**src/rtl/lfsr_word_packer.sv**
```systemverilog
// -----------------------------------------------------------------------------
// lfsr_word_packer
//
// Packs a serial bit stream from an upstream LFSR into WORD_WIDTH-bit words
// and queues them in a small FIFO for a ready/valid consumer. The first bit
// of a word ends up in the MSB. Words that complete while the FIFO has no
// free slot are dropped and counted in a saturating 8-bit counter.
//
// Optional feature: define LFSR_PACKER_HEALTH_CHECK_EN to compile in a
// repetition-count test that raises a sticky health_fail once 32 consecutive
// identical bits have been accepted. Without it health_fail is tied low.
//
// Ports:
//   clock          rising-edge clock of all state
//   reset          asynchronous, active-high reset
//   bit_in         serial data bit
//   bit_valid      qualifies bit_in (low while the upstream loads a seed)
//   flush          synchronous clear of partial word, FIFO and health state
//   word_out       FIFO head word (0 when the FIFO is empty)
//   word_valid     FIFO non-empty
//   word_ready     consumer accept; pop on word_valid & word_ready
//   fifo_level     number of queued words
//   overflow_count saturating count of dropped words
//   health_fail    sticky stuck-stream flag
// -----------------------------------------------------------------------------
module lfsr_word_packer #(
    parameter int WORD_WIDTH = 8,
    parameter int FIFO_DEPTH = 4
) (
    input  logic                          clock,
    input  logic                          reset,
    input  logic                          bit_in,
    input  logic                          bit_valid,
    input  logic                          flush,
    output logic [WORD_WIDTH-1:0]         word_out,
    output logic                          word_valid,
    input  logic                          word_ready,
    output logic [$clog2(FIFO_DEPTH):0]   fifo_level,
    output logic [7:0]                    overflow_count,
    output logic                          health_fail
);

    localparam int CW = $clog2(WORD_WIDTH);
    localparam int PW = $clog2(FIFO_DEPTH);
    localparam int LW = PW + 1;

    logic [WORD_WIDTH-1:0] shift_q, shift_d;
    logic [CW-1:0]         bit_cnt_q, bit_cnt_d;
    logic [PW-1:0]         wr_ptr_q, wr_ptr_d;
    logic [PW-1:0]         rd_ptr_q, rd_ptr_d;
    logic [LW-1:0]         level_q, level_d;
    logic [7:0]            ovf_q, ovf_d;
    logic [WORD_WIDTH-1:0] mem [FIFO_DEPTH];

    logic                  accept;
    logic                  complete;
    logic                  pop;
    logic                  slot_free;
    logic                  push;
    logic                  drop;
    logic [WORD_WIDTH-1:0] full_word;

    // Handshake decode. A flush edge discards the bit, push and pop.
    always_comb begin
        accept    = bit_valid && !flush;
        complete  = accept && (bit_cnt_q == CW'(WORD_WIDTH - 1));
        full_word = {shift_q[WORD_WIDTH-2:0], bit_in};
        pop       = (level_q != '0) && word_ready && !flush;
        // A full FIFO still has room when its head leaves on the same edge.
        slot_free = (level_q < LW'(FIFO_DEPTH)) || pop;
        push      = complete && slot_free;
        drop      = complete && !slot_free;
    end

    // NOTE: every next-state variable gets its hold value first, so no path
    // through this block can leave one unassigned and infer a latch.
    always_comb begin
        shift_d   = shift_q;
        bit_cnt_d = bit_cnt_q;
        wr_ptr_d  = wr_ptr_q;
        rd_ptr_d  = rd_ptr_q;
        level_d   = level_q;
        ovf_d     = ovf_q;

        if (flush) begin
            shift_d   = '0;
            bit_cnt_d = '0;
            wr_ptr_d  = '0;
            rd_ptr_d  = '0;
            level_d   = '0;
        end else begin
            if (accept) begin
                shift_d   = full_word;
                bit_cnt_d = complete ? '0 : bit_cnt_q + CW'(1);
            end
            if (push) wr_ptr_d = wr_ptr_q + PW'(1);
            if (pop)  rd_ptr_d = rd_ptr_q + PW'(1);
            level_d = level_q + LW'(push) - LW'(pop);
        end

        if (drop && (ovf_q != 8'hFF)) ovf_d = ovf_q + 8'd1;
    end

    // NOTE: state registers use non-blocking assignments so every register
    // samples its next value from the same pre-edge snapshot.
    always_ff @(posedge clock or posedge reset) begin
        if (reset) begin
            shift_q   <= '0;
            bit_cnt_q <= '0;
            wr_ptr_q  <= '0;
            rd_ptr_q  <= '0;
            level_q   <= '0;
            ovf_q     <= '0;
        end else begin
            shift_q   <= shift_d;
            bit_cnt_q <= bit_cnt_d;
            wr_ptr_q  <= wr_ptr_d;
            rd_ptr_q  <= rd_ptr_d;
            level_q   <= level_d;
            ovf_q     <= ovf_d;
        end
    end

    // NOTE: the storage array has no reset; a slot is only ever read after it
    // was written, and the empty case forces word_out to zero below.
    always_ff @(posedge clock) begin
        if (push) mem[wr_ptr_q] <= full_word;
    end

    assign word_valid     = (level_q != '0);
    assign word_out       = word_valid ? mem[rd_ptr_q] : '0;
    assign fifo_level     = level_q;
    assign overflow_count = ovf_q;

`ifdef LFSR_PACKER_HEALTH_CHECK_EN
    // Repetition-count test. run_q == 0 means no bit accepted since reset or
    // flush, so the next accepted bit always starts a run of one.
    logic [5:0] run_q, run_d;
    logic       last_q, last_d;
    logic       health_q, health_d;

    always_comb begin
        run_d    = run_q;
        last_d   = last_q;
        health_d = health_q;
        if (flush) begin
            run_d    = '0;
            health_d = 1'b0;
        end else if (accept) begin
            last_d = bit_in;
            if ((run_q == '0) || (bit_in != last_q)) begin
                run_d = 6'd1;
            end else if (run_q != 6'd32) begin
                run_d = run_q + 6'd1;
            end
            if (run_d == 6'd32) health_d = 1'b1;
        end
    end

    always_ff @(posedge clock or posedge reset) begin
        if (reset) begin
            run_q    <= '0;
            last_q   <= 1'b0;
            health_q <= 1'b0;
        end else begin
            run_q    <= run_d;
            last_q   <= last_d;
            health_q <= health_d;
        end
    end

    assign health_fail = health_q;
`else
    assign health_fail = 1'b0;
`endif

endmodule

```
**config.mk**
```make
export PLATFORM = sky130hd
export DESIGN_NAME = lfsr_word_packer
export DESIGN_NICKNAME = d
export VERILOG_FILES = /design/src/rtl/lfsr_word_packer.sv
export SDC_FILE = /design/constraint.sdc
export NUM_CORES = 1
export LEC_CHECK = 0
export CORE_ASPECT_RATIO = 1.25
export CORE_UTILIZATION = 56
export CTS_BUF_LIST = sky130_fd_sc_hd__clkbuf_8 sky130_fd_sc_hd__clkbuf_16
export DETAILED_ROUTE_END_ITERATION = 8
export PLACE_DENSITY = 0.8
export REMOVE_ABC_BUFFERS = 1
export SKIP_CTS_REPAIR_TIMING = 1
export SYNTH_ARGS = -nofsm -noshare
export SYNTH_HDL_FRONTEND = slang
export SYNTH_SLANG_ARGS = --single-unit
```
**constraint.sdc**
```tcl
create_clock -name clock -period 2.6 [get_ports clock]
set_input_delay 0.26 -clock clock [delete_from_list [all_inputs] [get_ports clock]]
set_output_delay 0.26 -clock clock [all_outputs]
set_load 0.01 [all_outputs]
```
# [Word level (Yosys, flattened, before mapping)]
# Memories as Yosys holds them, arrays and structs flattened.
# Index checks and enable logic that the tools add are counted.
[classes] n_eq_ne=2 magnitude_cmp=1 n_addsub=6 div=0 reduce_logical=14 n_mux=13 bitwise_logic=0 shifts=0 n_mul=0
[ops] operator="7-bit two-way mux" n=2
[ops] operator="3-bit two-way mux" n=4
[ops] operator="8-bit by 1-bit adder with 8-bit output, second input constant" n=1
[ops] operator="2-bit two-way mux" n=4
[ops] operator="8-bit two-way mux" n=1
[ops] operator="8-bit != test, second input constant" n=1
[ops] operator="1-bit logical AND" n=7
[ops] operator="2-bit nonzero test" n=3
[ops] operator="2-bit by 1-bit adder with 2-bit output, second input constant" n=2
[ops] operator="3-bit by 1-bit adder with 3-bit output" n=1
[ops] operator="3-bit by 1-bit adder with 3-bit output, second input constant" n=1
[ops] operator="3-bit == test, second input constant" n=1
[ops] operator="3-bit < comparator, second input constant" n=1
[ops] operator="3-bit nonzero test" n=1
[ops] operator="3-bit by 1-bit subtractor with 3-bit output" n=1
[ops] operator="1-bit zero test" n=2
[ops] operator="1-bit two-way mux" n=2
[ops] operator="1-bit logical OR" n=1
[word_totals] reg_bits=25 mem_count=1 output_inout_bits=21 wordCells=43 inputBits=6 romBits=0 mem_bits_rw=32 latchBits=0
[memory_table] memory="mem" depth=4 word_bits=8 read_ports=1 rd_ports_with_merged_regs=0 write_ports=1 line_no="53" text="logic [WORD_WIDTH-1:0] mem [FIFO_DEPTH];"

# [Depth between registers and ports, before layout]
# Gate-level depths: netlist of the first run.
[logic_depth] ltp_word=8 mapped_depth=12 depth_no_buf=12

# [Least setup slack after synthesis of the first run]
# OpenSTA, ideal clock, no wires.
[synth_path] kind="register to register" start="register bit_cnt_q[0]" end="register level_q[2] (netlist: fifo_level[2])" required_ns=2.479 setup_slack_ns=0.314 stages_incl_launch_ff=13 setup_time_ns=0.121 t_arrival_ns=2.165 period_less_slack_ns=2.286 n_path_buf=0 path_cell_list="dfrtp_1 ha_1 ha_1 nand2_2 nor3b_4 inv_1 ha_1 inv_1 ha_1 inv_1 fa_1 xnor2_1 nor2_1"
[synth_via] elab_chain_len=6
[synth_rtl] element="start, declared" line_no="48" text="logic [CW-1:0] bit_cnt_q, bit_cnt_d;"
[synth_rtl] element="start signal, assigned" line_no="116" text="bit_cnt_q <= bit_cnt_d;"
[synth_rtl] element="3-bit == test" line_no="66" text="complete = accept && (bit_cnt_q == CW'(WORD_WIDTH - 1));"
[synth_rtl] element="1-bit logical AND" line_no="66"
[synth_rtl] element="1-bit logical AND" line_no="71" text="push = complete && slot_free;"
[synth_rtl] element="3-bit by 1-bit adder with 3-bit output" line_no="98" text="level_d = level_q + LW'(push) - LW'(pop);"
[synth_rtl] element="3-bit by 1-bit subtractor with 3-bit output" line_no="98"
[synth_rtl] element="3-bit two-way mux" line_no="85" text="if (flush) begin"
[synth_rtl] element="named net level_d[2]" line_no="51" text="logic [LW-1:0] level_q, level_d;"
[synth_rtl] element="end signal, assigned" line_no="119" text="level_q <= level_d;"
[synth_rtl] element="end, declared" line_no="51"
# The timed path passes the listed nets, and every way through them passes these cells.
# A chain may end at the register's enable or synchronous reset.

# [Final worst setup path of the first run]
[layout_path] start="register rd_ptr_q[0]" end="output port word_out[5]"
[layout_via] elab_chain_len=2
[layout_rtl] element="start, declared" line_no="50" text="logic [PW-1:0] rd_ptr_q, rd_ptr_d;"
[layout_rtl] element="start signal, assigned" line_no="118" text="rd_ptr_q <= rd_ptr_d;"
[layout_rtl] element="memory read 4 x 8 bit"
[layout_rtl] element="8-bit two-way mux" line_no="131" text="assign word_out = word_valid ? mem[rd_ptr_q] : '0;"
[layout_rtl] element="end, declared" line_no="35" text="output logic [WORD_WIDTH-1:0] word_out,"
# No other way between the ends.

==> metrics, run 1 <==
status=complete, no violations; normalized max-slew margin=33.4%; Cells after Synth=171; Hold Fails Final Rpt=0; CTS H-Tree Depth=3; Setup CP Type=flop to output pin; initial DRC count=40; DIE AREA=0.00479 mm²; Avg Cell Area, Syn=14.8 µm²; Fin Clk Skew=0.00590 ns; CP Cell Sequence=mux4_2, and2_1, clkdlybuf4s50_1; crit path max fanout=9; largest net degree at the start of global routing=26; Max Slew Vio Count=0; Chip Width=62.1 µm; antenna viol nets, final=0; initial antenna violation count=0; Final period util=89.8%; Async SR Flop Fraction=43.9%; Starting Density=60.3%; Clock Tree Buf Depth=2; Std-Cell Rows=26; commonest non-fill, non-tap cell in the layout=edfxtp_1; core outline area=0.00420 mm²; clock root buffer=clkbuf_8; post-synthesis sequential element count=57; unrepaired setup endpoints after global routing=no; DRC viols=0; Vias/cell=5.43; fin cells=267; TritonCTS clock tree=yes; Achievable Freq=0.428 GHz; Placed Cells=251; Clk pwr share=44.6%; Critical Path AT=2.08 ns; vias in the first global route=1,512; first-pass GRT wire length=7.54 mm; HPWL Detailed=3.14 mm; Clock Sinks=57; Clock Latency Late Sink=0.32 ns; sequential share of the synthesized area=62.7%; Final nets=222; crit path max-delay cell type=dfrtp_2; drt first pass iters=4; Die Y=77.1 µm; Post-synth EDFFs=32; Crit. path cell count=3; most frequent cells in the layout=edfxtp_1, clkdlybuf4s50_1, dfrtp_1, nor2_1, and2_1; CP Capture Type=output pin; internal power=1.54 mW; setup_tns=0 ns; CP bufs+invs=1; minimum clock period=2.34 ns; Layout area overhead=21.1%; Global Route Usage Sum=21.6%; max-cap violations=0; Setup violations, final=0; r2r worst-path depth=12; worst min path class=input pin to async pin; Sw Share=20.4%; Worst-Margin Slew=0.997 ns; crit-path leading delay family=flip-flops; routability cong.=0.782; Hold Slack=0.488 ns; Comb power frac=5.4%; share of cells above drive strength 1=17.5%; n_diodes=0; CTS Buf Count=9; Worst-path clk slew=0.07 ns; Reg2Reg Launch Point=bit_cnt_q[0]; Critical Path Start Type=flop; LEAKAGE=1.22 nW; Most used DFF post-synth=edfxtp_1; Peak VDD IR=0.383 mV; Netlist cell types=31; io pins=27; switching pwr=0.396 mW; synth warn=0; port bufs=25; via count=1,449; sequential power share=50.0%; CP Data Required Time=2.34 ns; Total Wirelength=4.47 mm; Worst Setup SP=rd_ptr_q[0]; Synth Cell Area=0.00253 mm²; max incr delay on CP=0.54 ns; gr ovfl total=0; Pwr Density=633 mW/mm²; WL per Instance=16.8 µm
## logic make-up (layout without fill, tap and decap cells)
| kind of cell | count (synthesis) | in the layout | share of synthesized area [%] |
|---|---|---|---|
| AND/OR/NAND/NOR | 55 | 55 | 13.1 |
| other | 1 | 1 | 0.148 |
| buffers and inverters | 13 | 53 | 2.57 |
| flip-flops | 57 | 57 | 62.7 |
| multiplexers | 19 | 19 | 11.7 |
| XOR/XNOR | 8 | 8 | 2.77 |
| adder cells (fa/ha/maj) | 10 | 10 | 5.25 |
| AO/OA/AOI/OAI | 8 | 8 | 1.78 |
## sequential cells by signal, indices dropped and copies added (netlist names)
signal,count
bit_cnt_q,3
fifo_level,3
mem,32
overflow_count,8
rd_ptr_q,2
shift_q,7
wr_ptr_q,2
## per-layer routing
metal,wire length [µm],global-route usage (%),vias up
met3,145,5.36,7
li1,-,-,681
met2,2540,37.6,38
met1,1730,24.7,723
met5,0,0,-
met4,56,10.9,0
## stage by stage
stage / power (mW) / setup WS (ns) / utilization [%] / instance area, µm²
floorplan: 1.03 / 0.315 / - / 2490
global placement: 1.09 / 0.200 / 67.9 / 2850
detailed placement: 1.09 / 0.138 / 67.9 / 2850
CTS: 1.95 / 0.0402 / 72.9 / 3060
global route: 2.01 / 0.0247 / 73.0 / 3060
finish: 1.94 / 0.264 / 73.0 / 3060
## cell usage after synthesis (2+ instances only)
library cell | n | share of area, %
and4_1 | 2 | 0.69
nand3_1 | 4 | 0.79
buf_4 | 3 | 0.89
nor2_1 | 19 | 2.8
nor2b_1 | 2 | 0.49
dfrtp_1 | 25 | 25
buf_2 | 4 | 0.79
mux2i_1 | 10 | 4.0
a31oi_1 | 4 | 0.99
inv_1 | 6 | 0.89
and2_1 | 13 | 3.2
mux4_2 | 8 | 7.1
xnor2_1 | 5 | 1.7
nand2_1 | 3 | 0.45
nand2_2 | 3 | 0.74
xor2_1 | 3 | 1.0
edfxtp_1 | 32 | 38
a21oi_1 | 4 | 0.79
ha_1 | 9 | 4.5
## power by group through the flow
stage / combinational [mW] / clock [mW] / sequential, mW
after global placement: 0.101 / 0 / 0.986
after floorplan: 0.0474 / 0 / 0.985
after detailed placement: 0.105 / 0 / 0.987
after CTS: 0.107 / 0.877 / 0.969
after global routing: 0.115 / 0.920 / 0.971
final: 0.105 / 0.864 / 0.969
## worst reg2reg max path, cell delays in order (launching register included)
cell     delay (ns)
dfrtp_1        0.37
ha_1           0.16
ha_1           0.20
nand2_2        0.14
nor3b_4        0.21
inv_1          0.06
ha_1           0.26
inv_1          0.05
ha_1           0.12
inv_1          0.05
fa_1           0.38
xnor2_1        0.17
nor2_1         0.05
## final timing paths
path | to | slack (ns)
setup / recovery | word_out[5] | 0.26
hold / removal | shift_q[5] | 0.49
setup reg to reg | fifo_level[2] | 0.27
hold reg to reg | mem[3][5] | 0.53
max in group asynchronous | rd_ptr_q[0] | 1.43
min in group clock | mem[3][5] | 0.53
## area by class of cell
type	instances	area (µm²)
clock buffers	9	124
clock inverters	7	85.1
inverters	6	22.5
fillers	269	1130
repair buffers	31	295
flip-flops and latches	57	1590
well taps	56	70.1
multi-input cells	101	877
(Power assumes the default switching activity.)
==> run 2, diff against run 1 <==
--- a/config.mk
+++ b/config.mk
@@ -11,2 +11,3 @@
 export DETAILED_ROUTE_END_ITERATION = 8
+export HOLD_SLACK_MARGIN = 0.1
 export PLACE_DENSITY = 0.8
--- a/constraint.sdc
+++ b/constraint.sdc
@@ -3,2 +3,2 @@
 set_output_delay 0.26 -clock clock [all_outputs]
-set_load 0.01 [all_outputs]
+set_load 0.02 [all_outputs]
==> results of run 2 <==
The final DEF is identical to that of run 1. Status: complete, no violations.
Among the figures that moved: setup slack after layout 0.264 ns -> 0.205 ns; total power 1.94 mW -> 1.95 mW
